## src/rtl/uart_pkg.sv

```systemverilog
`default_nettype none
// ============================================================================
// Module      : uart_pkg
// Description : Shared constants for the UART CSR bank: register word
//               indices, STATUS/IER bit positions and parameter defaults.
// Revision    : 1.0 - initial release
// ============================================================================
package uart_pkg;

    localparam int c_data_w_def  = 8;
    localparam int c_div_w_def   = 16;
    localparam int c_fifo_aw_def = 4;

    typedef logic [3:0] addr_t;

    localparam addr_t c_addr_ctrl   = 4'd0;
    localparam addr_t c_addr_status = 4'd1;
    localparam addr_t c_addr_div    = 4'd2;
    localparam addr_t c_addr_txdata = 4'd3;
    localparam addr_t c_addr_rxdata = 4'd4;
    localparam addr_t c_addr_ier    = 4'd5;
    localparam addr_t c_addr_ipr    = 4'd6;
    localparam addr_t c_addr_thresh = 4'd7;
    localparam addr_t c_addr_level  = 4'd8;

    // Sticky STATUS bits; IER/IPR share the same positions
    localparam int c_st_frame  = 0;
    localparam int c_st_parity = 1;
    localparam int c_st_break  = 2;
    localparam int c_st_tx_ov  = 3;
    localparam int c_st_rx_ov  = 4;
    localparam int c_st_rx_ud  = 5;
    localparam int c_st_n      = 6;
    localparam int c_ie_level  = 6;

    // Live STATUS bits
    localparam int c_st_tx_full  = 6;
    localparam int c_st_rx_full  = 7;
    localparam int c_st_rx_avail = 8;
    localparam int c_st_busy     = 9;

endpackage
`default_nettype wire

```

## src/rtl/uart_csr_bank_if.sv

```systemverilog
`default_nettype none
// ============================================================================
// Module      : uart_csr_bank_if
// Description : Host register bus for the UART CSR bank (strobes, address,
//               write data, registered read data and its valid pulse).
// Revision    : 1.0 - initial release
// ============================================================================
interface uart_csr_bank_if;

    logic        wr_i;
    logic        rd_i;
    logic [3:0]  addr_i;
    logic [31:0] wdata_i;
    logic [31:0] rdata_o;
    logic        rvalid_o;

    modport master (
        output wr_i, rd_i, addr_i, wdata_i,
        input  rdata_o, rvalid_o
    );

    modport slave (
        input  wr_i, rd_i, addr_i, wdata_i,
        output rdata_o, rvalid_o
    );

endinterface
`default_nettype wire

```

## src/rtl/uart_rise_det.sv

```systemverilog
`default_nettype none
// ============================================================================
// Module      : uart_rise_det
// Description : Single-flop rising-edge detector; rise_o is high in the cycle
//               d_i is high after having been low.
// Revision    : 1.0 - initial release
// ============================================================================
module uart_rise_det (
    input  wire logic clk_i,
    input  wire logic rst_i,
    input  wire logic d_i,
    output logic      rise_o
);

    logic prev_q;

    always_ff @(posedge clk_i) begin
        if (rst_i) begin
            prev_q <= 1'b0;
        end else begin
            prev_q <= d_i;
        end
    end

    assign rise_o = d_i & ~prev_q;

endmodule
`default_nettype wire

```

## src/rtl/uart_csr_bank.sv

```systemverilog
`default_nettype none
// ============================================================================
// Module      : uart_csr_bank
// Description : Host-visible control/status register bank of a UART: framing
//               config, baud divisor, sticky error flags, FIFO strobes, IRQ.
// Revision    : 1.0 - initial release
// ============================================================================
module uart_csr_bank
    import uart_pkg::*;
#(
    parameter int DATA_W  = c_data_w_def,
    parameter int DIV_W   = c_div_w_def,
    parameter int FIFO_AW = c_fifo_aw_def
) (
    input  wire logic                clk_i,
    input  wire logic                rst_i,
    uart_csr_bank_if.slave           bus,
    input  wire logic                frame_err_i,
    input  wire logic                parity_err_i,
    input  wire logic                break_i,
    input  wire logic                rx_overrun_i,
    input  wire logic                tx_full_i,
    input  wire logic                rx_full_i,
    input  wire logic                rx_empty_i,
    input  wire logic                busy_i,
    input  wire logic [FIFO_AW:0]    tx_level_i,
    input  wire logic [FIFO_AW:0]    rx_level_i,
    input  wire logic [DATA_W-1:0]   rx_data_i,
    output logic      [DATA_W-1:0]   tx_data_o,
    output logic                     push_o,
    output logic                     pop_o,
    output logic      [DIV_W-1:0]    divisor_o,
    output logic                     enable_o,
    output logic                     parity_en_o,
    output logic                     even_parity_o,
    output logic                     stop2_o,
    output logic                     irq_o
);

    localparam int LVL_W = FIFO_AW + 1;

    logic [2:0]        ctrl_q,   ctrl_d;
    logic [DIV_W-1:0]  div_q,    div_d;
    logic              enable_q, enable_d;
    logic [5:0]        sticky_q, sticky_d;
    logic [6:0]        ier_q,    ier_d;
    logic [LVL_W-1:0]  thresh_q, thresh_d;
    logic [31:0]       rdata_q,  rdata_d;
    logic              rvalid_q, rvalid_d;
    logic              irq_q,    irq_d;

    logic        w_wr_ctrl, w_wr_status, w_wr_div, w_wr_tx, w_wr_ier, w_wr_thresh;
    logic        w_rd_rx;
    logic        w_brk_rise, w_ovr_rise;
    logic [5:0]  w_set;
    logic [5:0]  w_clr;
    logic [6:0]  w_ipr;
    logic [31:0] w_status;
    logic [31:0] w_rmux;
    logic        w_unused;

    uart_rise_det u_brk_det (
        .clk_i  (clk_i),
        .rst_i  (rst_i),
        .d_i    (break_i),
        .rise_o (w_brk_rise)
    );

    uart_rise_det u_ovr_det (
        .clk_i  (clk_i),
        .rst_i  (rst_i),
        .d_i    (rx_overrun_i),
        .rise_o (w_ovr_rise)
    );

    assign w_wr_ctrl   = bus.wr_i && (bus.addr_i == c_addr_ctrl);
    assign w_wr_status = bus.wr_i && (bus.addr_i == c_addr_status);
    assign w_wr_div    = bus.wr_i && (bus.addr_i == c_addr_div);
    assign w_wr_tx     = bus.wr_i && (bus.addr_i == c_addr_txdata);
    assign w_wr_ier    = bus.wr_i && (bus.addr_i == c_addr_ier);
    assign w_wr_thresh = bus.wr_i && (bus.addr_i == c_addr_thresh);
    assign w_rd_rx     = bus.rd_i && (bus.addr_i == c_addr_rxdata);

    assign push_o    = w_wr_tx & ~tx_full_i;
    assign pop_o     = w_rd_rx & ~rx_empty_i;
    assign tx_data_o = bus.wdata_i[DATA_W-1:0];

    // Set events for the sticky flags; error flags only latch on a real pop
    always_comb begin
        w_set              = '0;
        w_set[c_st_frame]  = pop_o & frame_err_i;
        w_set[c_st_parity] = pop_o & parity_err_i;
        w_set[c_st_break]  = w_brk_rise;
        w_set[c_st_tx_ov]  = w_wr_tx & tx_full_i;
        w_set[c_st_rx_ov]  = w_ovr_rise;
        w_set[c_st_rx_ud]  = w_rd_rx & rx_empty_i;
    end

    assign w_clr = w_wr_status ? bus.wdata_i[5:0] : 6'b0;
    assign w_ipr = {ier_q[c_ie_level] & (rx_level_i >= thresh_q),
                    sticky_q & ier_q[c_st_n-1:0]};

    always_comb begin
        w_status                = '0;
        w_status[c_st_n-1:0]    = sticky_q;
        w_status[c_st_tx_full]  = tx_full_i;
        w_status[c_st_rx_full]  = rx_full_i;
        w_status[c_st_rx_avail] = ~rx_empty_i;
        w_status[c_st_busy]     = busy_i;
    end

    // Read mux uses current register contents, so a same-cycle write is not seen
    always_comb begin
        w_rmux = '0;
        case (bus.addr_i)
            c_addr_ctrl:   w_rmux[3:1]         = ctrl_q;
            c_addr_status: w_rmux              = w_status;
            c_addr_div:    w_rmux[DIV_W-1:0]   = div_q;
            c_addr_rxdata: if (!rx_empty_i) w_rmux[DATA_W-1:0] = rx_data_i;
            c_addr_ier:    w_rmux[6:0]         = ier_q;
            c_addr_ipr:    w_rmux[6:0]         = w_ipr;
            c_addr_thresh: w_rmux[LVL_W-1:0]   = thresh_q;
            c_addr_level: begin
                w_rmux[16 +: LVL_W] = tx_level_i;
                w_rmux[LVL_W-1:0]   = rx_level_i;
            end
            default:       w_rmux              = '0;
        endcase
    end

    always_comb begin
        ctrl_d   = ctrl_q;
        div_d    = div_q;
        ier_d    = ier_q;
        thresh_d = thresh_q;
        rdata_d  = rdata_q;
        if (w_wr_ctrl)   ctrl_d   = bus.wdata_i[3:1];
        if (w_wr_div)    div_d    = bus.wdata_i[DIV_W-1:0];
        if (w_wr_ier)    ier_d    = bus.wdata_i[6:0];
        if (w_wr_thresh) thresh_d = bus.wdata_i[LVL_W-1:0];
        if (bus.rd_i)    rdata_d  = w_rmux;
        enable_d = w_wr_div;
        // Set wins over a simultaneous write-1-to-clear
        sticky_d = (sticky_q & ~w_clr) | w_set;
        rvalid_d = bus.rd_i;
        irq_d    = |w_ipr;
    end

    always_ff @(posedge clk_i) begin
        if (rst_i) begin
            ctrl_q   <= '0;
            div_q    <= '0;
            enable_q <= 1'b0;
            sticky_q <= '0;
            ier_q    <= '0;
            thresh_q <= LVL_W'(1);
            rdata_q  <= '0;
            rvalid_q <= 1'b0;
            irq_q    <= 1'b0;
        end else begin
            ctrl_q   <= ctrl_d;
            div_q    <= div_d;
            enable_q <= enable_d;
            sticky_q <= sticky_d;
            ier_q    <= ier_d;
            thresh_q <= thresh_d;
            rdata_q  <= rdata_d;
            rvalid_q <= rvalid_d;
            irq_q    <= irq_d;
        end
    end

    assign bus.rdata_o   = rdata_q;
    assign bus.rvalid_o  = rvalid_q;
    assign divisor_o     = div_q;
    assign enable_o      = enable_q;
    assign parity_en_o   = ctrl_q[0];
    assign even_parity_o = ctrl_q[1];
    assign stop2_o       = ctrl_q[2];
    assign irq_o         = irq_q;

    assign w_unused = ^bus.wdata_i;

endmodule
`default_nettype wire

```

## src/flat_wrapper.sv

```systemverilog
// flat-port wrapper written by rule: the top's interface ports become plain ports
module uart_csr_bank_flat import uart_pkg::*;
#(
    parameter int DATA_W  = c_data_w_def,
    parameter int DIV_W   = c_div_w_def,
    parameter int FIFO_AW = c_fifo_aw_def
)
  (clk_i, rst_i, frame_err_i, parity_err_i, break_i, rx_overrun_i, tx_full_i, rx_full_i, rx_empty_i, busy_i, tx_level_i, rx_level_i, rx_data_i, tx_data_o, push_o, pop_o, divisor_o, enable_o, parity_en_o, even_parity_o, stop2_o, irq_o, bus_wr_i, bus_rd_i, bus_addr_i, bus_wdata_i, bus_rdata_o, bus_rvalid_o);
  uart_csr_bank_if bus_i ();
  input  wire logic clk_i;
  input  wire logic rst_i;
  input  wire logic frame_err_i;
  input  wire logic parity_err_i;
  input  wire logic break_i;
  input  wire logic rx_overrun_i;
  input  wire logic tx_full_i;
  input  wire logic rx_full_i;
  input  wire logic rx_empty_i;
  input  wire logic busy_i;
  input  wire logic [FIFO_AW:0] tx_level_i;
  input  wire logic [FIFO_AW:0] rx_level_i;
  input  wire logic [DATA_W-1:0] rx_data_i;
  output logic      [DATA_W-1:0] tx_data_o;
  output logic push_o;
  output logic pop_o;
  output logic      [DIV_W-1:0] divisor_o;
  output logic enable_o;
  output logic parity_en_o;
  output logic even_parity_o;
  output logic stop2_o;
  output logic irq_o;
  input wire logic [$bits(bus_i.wr_i)-1:0] bus_wr_i;
  input wire logic [$bits(bus_i.rd_i)-1:0] bus_rd_i;
  input wire logic [$bits(bus_i.addr_i)-1:0] bus_addr_i;
  input wire logic [$bits(bus_i.wdata_i)-1:0] bus_wdata_i;
  output wire logic [$bits(bus_i.rdata_o)-1:0] bus_rdata_o;
  output wire logic [$bits(bus_i.rvalid_o)-1:0] bus_rvalid_o;
  assign bus_i.wr_i = bus_wr_i;
  assign bus_i.rd_i = bus_rd_i;
  assign bus_i.addr_i = bus_addr_i;
  assign bus_i.wdata_i = bus_wdata_i;
  assign bus_rdata_o = bus_i.rdata_o;
  assign bus_rvalid_o = bus_i.rvalid_o;
  uart_csr_bank #(.DATA_W(DATA_W), .DIV_W(DIV_W), .FIFO_AW(FIFO_AW)) u_core (.clk_i(clk_i), .rst_i(rst_i), .bus(bus_i), .frame_err_i(frame_err_i), .parity_err_i(parity_err_i), .break_i(break_i), .rx_overrun_i(rx_overrun_i), .tx_full_i(tx_full_i), .rx_full_i(rx_full_i), .rx_empty_i(rx_empty_i), .busy_i(busy_i), .tx_level_i(tx_level_i), .rx_level_i(rx_level_i), .rx_data_i(rx_data_i), .tx_data_o(tx_data_o), .push_o(push_o), .pop_o(pop_o), .divisor_o(divisor_o), .enable_o(enable_o), .parity_en_o(parity_en_o), .even_parity_o(even_parity_o), .stop2_o(stop2_o), .irq_o(irq_o));
endmodule
```

## config.mk

```make
export PLATFORM = sky130hd
export DESIGN_NAME = uart_csr_bank_flat
export DESIGN_NICKNAME = d
export VERILOG_FILES = /design/src/rtl/uart_pkg.sv /design/src/rtl/uart_csr_bank_if.sv /design/src/rtl/uart_rise_det.sv /design/src/rtl/uart_csr_bank.sv /design/src/flat_wrapper.sv
export SDC_FILE = /design/constraint.sdc
export NUM_CORES = 1
export LEC_CHECK = 0
export BUFFER_PORTS_ARGS = -buffer_cell sky130_fd_sc_hd__buf_2
export CAP_MARGIN = 30
export CELL_PAD_IN_SITES_DETAIL_PLACEMENT = 1
export CELL_PAD_IN_SITES_GLOBAL_PLACEMENT = 1
export CORE_ASPECT_RATIO = 0.7
export CORE_MARGIN = 3
export CORE_UTILIZATION = 36
export DETAILED_ROUTE_END_ITERATION = 10
export PLACE_DENSITY_LB_ADDON = 0.1
export SLEW_MARGIN = 5
export SYNTH_ARGS = -nofsm -noshare
export SYNTH_HDL_FRONTEND = slang
export SYNTH_SLANG_ARGS = --single-unit
```

## constraint.sdc

```tcl
create_clock -name clk_i -period 3.12 [get_ports clk_i]
set_clock_uncertainty 0.1 [all_clocks]
set_input_delay 0.156 -clock clk_i [delete_from_list [all_inputs] [get_ports clk_i]]
set_output_delay 0.156 -clock clk_i [all_outputs]
set_load 0.005 [all_outputs]
```

==> run metrics <==
clock slew at reported path FFs=0.05 ns; Max Cap Viol=0; DRC=0; DP Cell Count=565; FF-to-FF End=u_core.bus.rdata_o[6]; synth top area cells=dfxtp_1 (41%), nand2_1 (8.6%), a21oi_1 (7.1%); htree depth=3; Critical Path Start Type=input port; final wirelength=11.25 mm; worst setup path category=in2out; most frequent cells in the layout=buf_2 (102), nand2_1 (71), dfxtp_1 (63), a21oi_1 (44), nor2_1 (28); effective utilization at floorplan=38.04%; Pre-antenna DRT Iters=4; initial antenna violation count=0; die width=116.6 µm; clock sinks=63; worst r2r src=u_core.thresh_q[2]; vias post-DR=3199; Worst Setup EP=pop_o; CP max FO=24; Post-CTS Setup Bufs=0; Core ar.=8108 µm²; Slew Viols, Final=0; slowest stage cell, crit path=and3b_1; Hold Fails Final Rpt=0; # resized after CTS=0; RSZ-0062 raised after global routing=no; vias in the first global route=3357; post-route non-filler standard cell count=602; Place WS=0.8974 ns; most used cell, CP=buf_2; crit path time final=2.038 ns; Buf/Inv on CP=2; I/O Pins=130; setup tns final=0 ns; status=finished clean; CP arrival=1.78 ns; R2R Setup Slk=1.14 ns; Unique masters post-synth=55; crit share post-route=65.33%; port bufs=102; CTS max path bufs=2; Final WS setup=1.082 ns; worst-margin pin slew=0.7762 ns; Antenna diodes=0; Mapped Area=3084 µm²; final instance area=4019 µm²; proportion of layout cells with a drive suffix above 1=25.75%; Async S/R FF share, synth=0%; largest area contributor in the netlist=dfxtp_1; Synth Flop Type=dfxtp_1; Slew HR=48.26%; Rows=27; first-pass GRT wire length=17.98 mm; final global-route overflow total=0; number of synthesized flops with an enable pin=0; clk_lat worst skew=0.33 ns; worst-path cell chain=buf_2 > nor2b_2 > and3b_1 > and2_1 > buf_2; Routability Congestion=0.8696; routed vias/inst=5.314; CP Capture Type=primary output; Mapped Avg Cell Area=7.888 µm²; root buffer cell=clkbuf_16; Final nets=567; Syn Inst Count=391; max incr delay on CP=0.47 ns; top cell type's share of synthesized area=40.89%; final setup violation count=0; total die area=9732 µm²; IR drop worst, VDD=0.0002888 V; Detailed Place HPWL=8.064 mm; commonest non-fill, non-tap cell in the layout=buf_2; WP depth=5; CTS Buf Count=9; cell family with most CP delay=simple AND/OR/NAND/NOR gates; Area Growth Syn to Fin=30.30%; FF+latch count, synth=63; Reg2Reg Depth=7; CP Launch Point=bus_addr_i[2]; Core Util, Final=49.57%; final antenna-violating net count=0; CP required=2.86 ns; FMAX=0.4906 GHz; PD cells=487.2 nW/µm²; YS warnings=0; GRT Util Overall=24.08%; largest net degree at the start of global routing=37; LEAKAGE=1.726 nW; initial DRC count=185; register area share after synthesis=40.89%; drt wl/cell=18.68 µm; dpl cell area=3532 µm²; Die Height=83.44 µm; worst min-delay path class=in2reg; CTS tree=done
worst min path at each step:
stage / startpoint / endpoint / slack, ns / depth (start not counted)
after floorplan: bus_wdata_i[0] / u_core.thresh_q[0] / 0.17 / 1
after global placement: rx_overrun_i / u_core.u_ovr_det.prev_q / 0.28 / 2
after detailed placement: rx_overrun_i / u_core.u_ovr_det.prev_q / 0.29 / 2
after CTS: bus_wdata_i[4] / u_core.divisor_o[4] / 0.007 / 3
after global routing: bus_wdata_i[0] / u_core.divisor_o[0] / 0.007 / 3
final: bus_wdata_i[4] / u_core.divisor_o[4] / 0.01 / 3
sequential cells by signal, indices dropped and copies added (netlist names):
signal	count
u_core.ier_q	7
u_core.ctrl_q	3
u_core.thresh_q	5
u_core.irq_o	1
u_core.divisor_o	16
u_core.u_ovr_det.prev_q	1
u_core.bus.rdata_o	21
u_core.u_brk_det.prev_q	1
u_core.bus.rvalid_o	1
u_core.sticky_q	6
u_core.enable_o	1
cell type report:
type                       count  area [µm²]
clock buffer                  11       242.7
clock inverter                 5       33.78
fill                        1035        4089
inverter                       9       33.78
multi-input combinational    285        1563
sequential                    63        1261
tap                          101       126.4
timing repair buffer         128       758.2
Yosys cell counts (2+ instances only):
cell and count:
o21ai_0 19, a32oi_1 4, dfxtp_1 63, a32o_1 2, nand3_1 18, a22o_1 5
ha_1 5, mux2i_1 5, nor3_1 4, nand2_1 71, a31oi_1 2, mux2_2 2
nor2_1 28, nor3b_1 2, buf_2 7, nand4_1 4, a21oi_1 44, nand2b_1 2
clkbuf_1 13, a221oi_1 4, and3_1 4, buf_4 22, a22oi_1 11, inv_1 7
and2_1 3, nor2b_1 11
worst reg2reg max path, cell delays in order, from the launching register on:
cell      delay (ns)
dfxtp_1         0.35
inv_1           0.06
ha_1            0.29
nand2_1         0.06
o21ai_0         0.29
a41oi_1         0.22
nand4b_1        0.23
a221oi_1        0.30
metal layers:
metal,up-vias,track usage [%],wire [µm]
li1,1556,-,-
met1,1524,32.99,5269
met2,108,37.44,5000
met3,11,7.429,882
met4,0,4.688,95
met5,-,0,0
what timing repair did:
| action | in CTS | in global routing |
|---|---|---|
| setup endpoints to repair | 0 | 0 |
| hold endpoints to repair | 22 | 0 |
| hold buffers | 21 | 0 |
where the power goes:
group / switching [mW] / leakage (nW) / internal [mW]
clock: 0.369 / 0.132 / 0.557
combinational: 0.121 / 1.08 / 0.0813
sequential: 0.0116 / 0.510 / 0.819
per-stage QoR:
stage               power (mW)  hold slack, ns
floorplan               0.9548          0.1739
global placement         1.023          0.2816
detailed placement       1.026          0.2939
CTS                      1.977        0.007399
global route             2.047        0.006656
finish                   1.958         0.01284
cells by family after synthesis:
family,Yosys count,synth area share [%]
AO/OA/AOI/OAI,106,21.79
other,1,0.1216
AND/OR/NAND/NOR,156,23.17
buffers and inverters,53,9.655
flip-flops,63,40.89
multiplexers,7,2.353
adder cells (fa/ha/maj),5,2.028
Power figures use the tool's default switching activity.
